[src/rtl/soc_oci_dct_pkg.sv]
// Shared constants and types for the OCI trace DCT packer: branch codes,
// packed-word geometry and the end-of-trace FSM states.
package soc_oci_dct_pkg;

    localparam logic [1:0] DCT_NT  = 2'b00;
    localparam logic [1:0] DCT_TK  = 2'b01;
    localparam logic [1:0] DCT_IND = 2'b10;

    localparam int DCT_DEPTH = 15;
    localparam int DCT_W     = 30;
    localparam int DCT_CNT_W = 4;

    typedef enum logic [1:0] {
        RUN   = 2'd0,
        DRAIN = 2'd1,
        ENDED = 2'd2
    } dct_state_e;

endpackage

[src/rtl/soc_oci_dct_packer_outreg.sv]
// One-entry valid/ready holding register for a packed DCT word and its count.
// A load is taken when the register is empty or hands off in the same cycle.
module soc_oci_dct_outreg
    import soc_oci_dct_pkg::*;
(
    input  logic                 clk,
    input  logic                 reset_n,
    input  logic                 load_valid,
    input  logic [DCT_W-1:0]     load_data,
    input  logic [DCT_CNT_W-1:0] load_cnt,
    output logic                 load_ready,
    input  logic                 out_ready,
    output logic                 out_valid,
    output logic [DCT_W-1:0]     dct_buffer,
    output logic [DCT_CNT_W-1:0] dct_count
);

    logic                 valid_q, valid_d;
    logic [DCT_W-1:0]     data_q, data_d;
    logic [DCT_CNT_W-1:0] cnt_q, cnt_d;

    always_comb begin
        load_ready = !valid_q || out_ready;
        valid_d    = valid_q && !out_ready;
        data_d     = data_q;
        cnt_d      = cnt_q;
        if (load_valid && load_ready) begin
            valid_d = 1'b1;
            data_d  = load_data;
            cnt_d   = load_cnt;
        end
    end

    always_ff @(posedge clk) begin
        if (!reset_n) begin
            valid_q <= 1'b0;
            data_q  <= '0;
            cnt_q   <= '0;
        end else begin
            valid_q <= valid_d;
            data_q  <= data_d;
            cnt_q   <= cnt_d;
        end
    end

    assign out_valid  = valid_q;
    assign dct_buffer = data_q;
    assign dct_count  = cnt_q;

endmodule

[src/rtl/soc_nios2_qsys_0_oci_dct_packer.sv]
// Packs 2-bit branch codes into 15-entry words for the OCI trace sink and
// sequences end of trace. Define SOC_OCI_DCT_DROP_CNT_EN to add drop_count.
module soc_nios2_qsys_0_oci_dct_packer
    import soc_oci_dct_pkg::*;
#(
    parameter int ENTRY_W = 2,
    parameter int DEPTH   = 15,
    parameter int CNT_W   = 4
) (
    input  logic                       clk,
    input  logic                       reset_n,
    input  logic                       trc_on,
    input  logic                       br_valid,
    input  logic [ENTRY_W-1:0]         br_code,
    input  logic                       flush_req,
    input  logic                       end_req,
    input  logic                       out_ready,
    output logic                       out_valid,
    output logic [ENTRY_W*DEPTH-1:0]   dct_buffer,
    output logic [CNT_W-1:0]           dct_count,
    output logic                       test_ending,
    output logic                       test_has_ended
`ifdef SOC_OCI_DCT_DROP_CNT_EN
    ,
    output logic [15:0]                drop_count
`endif
);

    localparam int ACC_W = ENTRY_W * DEPTH;

    dct_state_e         state_q, state_d;
    logic [ACC_W-1:0]   acc_q, acc_d, merged_acc;
    logic [CNT_W-1:0]   acc_cnt_q, acc_cnt_d, merged_cnt;
    logic               flush_pend_q, flush_pend_d;
    logic               entry_v, flush_v, acc_full;
    logic               emit_want, emit_fire, load_ready, ovld_next;

    always_comb begin
        entry_v  = (state_q == RUN) && trc_on && br_valid;
        flush_v  = (state_q == RUN) && flush_req;
        acc_full = (acc_cnt_q == CNT_W'(DEPTH));

        // A full accumulator cannot take the new entry into the current word
        if (acc_full || !entry_v) begin
            merged_acc = acc_q;
            merged_cnt = acc_cnt_q;
        end else begin
            merged_acc = {acc_q[ACC_W-ENTRY_W-1:0], br_code};
            merged_cnt = acc_cnt_q + CNT_W'(1);
        end

        emit_want = (merged_cnt == CNT_W'(DEPTH))
                 || ((flush_v || flush_pend_q) && (merged_cnt != '0))
                 || ((state_q == DRAIN) && (merged_cnt != '0));
        emit_fire = emit_want && load_ready;

        if (emit_fire) begin
            if (acc_full && entry_v) begin
                acc_d        = ACC_W'(br_code);
                acc_cnt_d    = CNT_W'(1);
                flush_pend_d = flush_v;
            end else begin
                acc_d        = '0;
                acc_cnt_d    = '0;
                flush_pend_d = 1'b0;
            end
        end else begin
            acc_d        = merged_acc;
            acc_cnt_d    = merged_cnt;
            flush_pend_d = flush_pend_q || (flush_v && (merged_cnt != '0));
        end

        ovld_next = emit_fire || (out_valid && !out_ready);
    end

    always_ff @(posedge clk) begin
        if (!reset_n) begin
            acc_q        <= '0;
            acc_cnt_q    <= '0;
            flush_pend_q <= 1'b0;
        end else begin
            acc_q        <= acc_d;
            acc_cnt_q    <= acc_cnt_d;
            flush_pend_q <= flush_pend_d;
        end
    end

    always_ff @(posedge clk) begin
        if (!reset_n) state_q <= RUN;
        else          state_q <= state_d;
    end

    // Leave for ENDED as soon as nothing will be buffered after this edge
    always_comb begin
        state_d = state_q;
        unique case (state_q)
            RUN: begin
                if (end_req)
                    state_d = (acc_cnt_d == '0 && !ovld_next) ? ENDED : DRAIN;
            end
            DRAIN: begin
                if (acc_cnt_d == '0 && !ovld_next) state_d = ENDED;
            end
            ENDED:   state_d = ENDED;
            default: state_d = RUN;
        endcase
    end

    always_comb begin
        test_ending    = (state_q != RUN);
        test_has_ended = (state_q == ENDED);
    end

    soc_oci_dct_outreg u_outreg (
        .clk        (clk),
        .reset_n    (reset_n),
        .load_valid (emit_want),
        .load_data  (merged_acc),
        .load_cnt   (merged_cnt),
        .load_ready (load_ready),
        .out_ready  (out_ready),
        .out_valid  (out_valid),
        .dct_buffer (dct_buffer),
        .dct_count  (dct_count)
    );

`ifdef SOC_OCI_DCT_DROP_CNT_EN
    logic        drop;
    logic [15:0] drop_count_q, drop_count_d;

    always_comb begin
        drop         = acc_full && entry_v && !load_ready;
        drop_count_d = drop_count_q;
        if (drop && (drop_count_q != 16'hFFFF))
            drop_count_d = drop_count_q + 16'd1;
    end

    always_ff @(posedge clk) begin
        if (!reset_n) drop_count_q <= '0;
        else          drop_count_q <= drop_count_d;
    end

    assign drop_count = drop_count_q;
`endif

endmodule

[config.mk]
export PLATFORM = sky130hd
export DESIGN_NAME = soc_nios2_qsys_0_oci_dct_packer
export DESIGN_NICKNAME = d
export VERILOG_FILES = /design/src/rtl/soc_oci_dct_pkg.sv /design/src/rtl/soc_oci_dct_packer_outreg.sv /design/src/rtl/soc_nios2_qsys_0_oci_dct_packer.sv
export SDC_FILE = /design/constraint.sdc
export NUM_CORES = 1
export LEC_CHECK = 0
export CORE_ASPECT_RATIO = 0.8
export CORE_MARGIN = 4
export CORE_UTILIZATION = 48
export DETAILED_ROUTE_END_ITERATION = 16
export GPL_ROUTABILITY_DRIVEN = 1
export PLACE_DENSITY_LB_ADDON = 0.08
export SLEW_MARGIN = 15
export SYNTH_ARGS = -nofsm -noshare
export SYNTH_HDL_FRONTEND = slang
export SYNTH_SLANG_ARGS = --single-unit
[constraint.sdc]
create_clock -name clk -period 2.1 [get_ports clk]
set_clock_uncertainty 0.05 [all_clocks]
set_input_delay 0.525 -clock clk [delete_from_list [all_inputs] [get_ports clk]]
set_output_delay 0.525 -clock clk [all_outputs]
set_load 0.1 [all_outputs]
==> summary.md, run 1 <==
| Metric | Value |
|---|---|
| Critical path's top delay family | `simple AND/OR/NAND/NOR gates` |
| Hpwl dp | `around 4600 um` |
| Drt pass-1 iters | `4` |
| CP Buf/Inv Count | `4` |
| Largest net degree at the start of global routing | `34` |
| RSZ-0062 raised after global routing | `true` |
| H-tree depth | `3` |
| Port-buffer cells | `45` |
| 1st-iter DRT viols | `~110` |
| PnR worst setup slack | `-0.0719 ns` |
| Final number of hold-violating endpoints | `0` |
| Dpl cells | `438` |
| Cells after Synth | `approximately 300` |
| TritonCTS clock tree | `yes` |
| Vias per inst | `around 5.4` |
| Place WS | `-0.594 ns` |
| Die height | `between 70 and 80 um` |
| Cts hold-fix bufs | `0` |
| Yosys warning count | `0` |
| CTS buffer count | `9` |
| Seq/Total Area, Yosys | `48.3%` |
| Initial antenna violation count | `0` |
| Row cnt | `25` |
| HP Class | `reg -> reg` |
| CTS Buffer Depth | `2` |
| First-pass GRT wire length | `between 10000 and 15000 um` |
| Antenna Cells | `0` |
| CTS Root Buffer Type | `clkbuf_8` |
| CP max stage delay | `between 0.3 and 0.4 ns` |
| Die ar. | `7560 sq um` |
| Total leakage power | `2.24 nW` |
| Vias in the first global route | `2355` |
| Power, Total | `approximately 6.2 mW` |
| Wire per inst | `16.0 um` |
| Slew HR | `between 70% and 80%` |
| Final setup violating endpoints | `32` |
| Failing checks | `setup timing` |
| Remaining Overflow, GRT | `0` |
| Pins Over Slew Limit | `0` |
| WL final | `about 7500 um` |
| Tightest Pin Transition | `about 0.39 ns` |
| Outcome | `finished, violations left` |
| R2r setup slk | `-0.07 ns` |
| Peak VDD IR | `~0.94 mV` |
| Post-Layout Cell Count | `~470` |
| Dominant synthesized flop cell | `dfxtp_1` |
| Share of post-route cells with drive strength above 1 | `between 30% and 40%` |
| RePlAce Congestion | `0.838` |
| Gr usage total | `just under 20%` |
| Area Growth Syn to Fin | `48.1%` |
| Syn_area_per_cell | `10.0 sq um` |
| TritonCTS Sinks | `72` |
| Post-synth EDFFs | `0` |
| Reg clk slew, reported paths | `roughly 0.080 ns` |
| Layout Nets | `between 300 and 400` |
| IO Count | `46` |
| Fmax | `around 0.46 GHz` |
| PD cells | `1410 nW/um^2` |
| Horiz. Die Dim | `slightly below 100 um` |
| Worst skew pair latency | `~0.35 ns` |
| Core area | `around 6000 sq um` |
| Setup crit end kind | `register` |
| Final ANT Viol Nets | `0` |
| Slowest cell on crit path | `dfxtp_2` |
| CP cell instances | `inv_2 > ha_4 > nand3_4 > nor4_4 > buf_4 > a211oi_4 > nor3_4 > nor2_4 > buf_6 > clkbuf_16 > o211a_1` |
| Max_cap viols | `0` |
| # DRC | `0` |
| Syn_nets | `between 300 and 400` |
| WP data arrival | `approximately 2.4 ns` |
| Mapped Area | `roughly 3000 sq um` |
| Async SR Flop Fraction | `0%` |
| Max FO, Critical Path | `5` |
| Via count | `2512` |
| Crit start category | `register` |
| Tmin final | `between 2 and 2.5 ns` |
| Post-synth cell types | `40` |
| Required time worst endpoint | `between 2 and 2.5 ns` |
| Fin crit share | `103%` |
| Initial core utilization | `50.0%` |
| Flops & latches, synth | `a little over 70` |
| Setup CP Type | `reg -> reg` |
==> synthesized netlist by cell type, drive strengths merged (3+ instances only) <==
cell / n / area [sq um]
a21oi: 4 / 20.0
nand2: 8 / 32.5
buf: 16 / 82.6
o211ai: 3 / 22.5
dfxtp: 72 / 1440
mux2i: 33 / 330
clkbuf: 7 / 26.3
nor2: 39 / 154
o211a: 31 / 310
nand3: 38 / 203
inv: 5 / 18.8
ha: 5 / 62.6
o21ai: 9 / 45.0
==> worst paths after layout <==
path,endpoint,start,depth (start not counted)
worst max-delay path,u_outreg.dct_buffer[19],state_q[1],11
worst min-delay path,u_outreg.dct_buffer[1],u_outreg.dct_buffer[1],2
worst max register to register,u_outreg.dct_buffer[19],state_q[1],11
worst min register to register,u_outreg.dct_buffer[1],u_outreg.dct_buffer[1],2
==> tightest hold or removal path, cell delays in order (launching register included) <==
cell,delay (ns)
dfxtp_1,0.32
nand2_1,0.05
mux2i_1,0.05
==> metal layers <==
metal	vias up	share of wire, %	routed length [um]	global-route usage (%)
li1	1244	-	-	-
met1	1199	50	3730	27.1
met2	61	44	3270	28.0
met3	8	5.1	382	5.65
met4	0	0.96	72	6.82
met5	-	0	0	0
==> registers in the layout (all words and copies together), names as in the netlist <==
| signal | count |
|---|---|
| u_outreg.out_valid | 1 |
| state_q | 2 |
| flush_pend_q | 1 |
| u_outreg.dct_buffer | 30 |
| acc_cnt_q | 4 |
| u_outreg.dct_count | 4 |
| acc_q | 30 |
==> per-stage QoR <==
step	utilization [%]	TNS (ns)	cell area, sq um	hold WS (ns)
floorplan	-	-1.28	3180	0.398
global placement	66.1	-35.83	3950	0.401
detailed placement	66.1	-39.26	3950	0.397
CTS	69.8	-2.15	4170	0.417
global route	74.0	-5.06	4420	0.432
finish	74.0	-1.45	4420	0.413
==> power breakdown <==
| group | total [mW] | internal [mW] | switching, mW |
|---|---|---|---|
| clock network | 1.19 | 0.670 | 0.524 |
| logic | 3.34 | 1.14 | 2.20 |
| registers | 1.68 | 1.56 | 0.125 |
==> repair_timing <==
item | 4_1_cts | 5_1_grt
resized for setup | 4 | 25
setup buffers | 0 | 10
cloned | 0 | 4
pin swaps | 2 | 8
endpoints found under the setup margin | 72 | 72
==> cell usage in the layout, fill, tap and decap left out, types with 3 or more instances in the layout <==
cell type | Yosys | routed
buf_6 | 0 | 6
clkdlybuf4s50_1 | 0 | 6
nand2_1 | 7 | 7
dfxtp_2 | 0 | 4
clkbuf_16 | 0 | 3
o21ai_1 | 4 | 3
o211ai_1 | 3 | 3
buf_4 | 2 | 61
clkbuf_8 | 0 | 9
mux2i_1 | 33 | 33
dfxtp_1 | 72 | 67
nand3_1 | 37 | 14
o21ai_0 | 5 | 4
ha_1 | 5 | 3
o211a_1 | 31 | 31
nand3_2 | 0 | 23
nor2_1 | 38 | 38
inv_1 | 5 | 3
buf_12 | 0 | 16
==> logic make-up (layout without fill, tap and decap cells) <==
kind of cell / count (synthesis) / in the layout / share of synthesized area, %
AO/OA/AOI/OAI: 58 / 58 / 16.4
XOR/XNOR: 2 / 2 / 0.587
adder cells (fa/ha/maj): 5 / 5 / 2.09
buffers and inverters: 28 / 115 / 4.27
flip-flops: 72 / 72 / 48.3
multiplexers: 35 / 35 / 11.8
AND/OR/NAND/NOR: 98 / 98 / 16.6
==> final cells by class <==
| cell class | count | area (sq um) |
|---|---|---|
| fill | 417 | 1550 |
| sequential | 72 | 1450 |
| tap | 81 | 101 |
| timing repair buffer | 94 | 998 |
| clock buffer | 9 | 124 |
| inverter | 5 | 18.8 |
| multi-input combinational | 198 | 1640 |
| clock inverter | 7 | 95.1 |
Note: power is estimated with default switching activity, not from simulation.
==> run 2: changes to the inputs <==
--- a/config.mk
+++ b/config.mk
@@ -8,6 +8,7 @@
 export CORE_ASPECT_RATIO = 0.8
 export CORE_MARGIN = 4
 export CORE_UTILIZATION = 48
+export CTS_CLUSTER_DIAMETER = 40
 export DETAILED_ROUTE_END_ITERATION = 16
 export GPL_ROUTABILITY_DRIVEN = 1
 export PLACE_DENSITY_LB_ADDON = 0.08
==> results of run 2 <==
No change in the layout: final DEF, timing and power equal those of run 1.
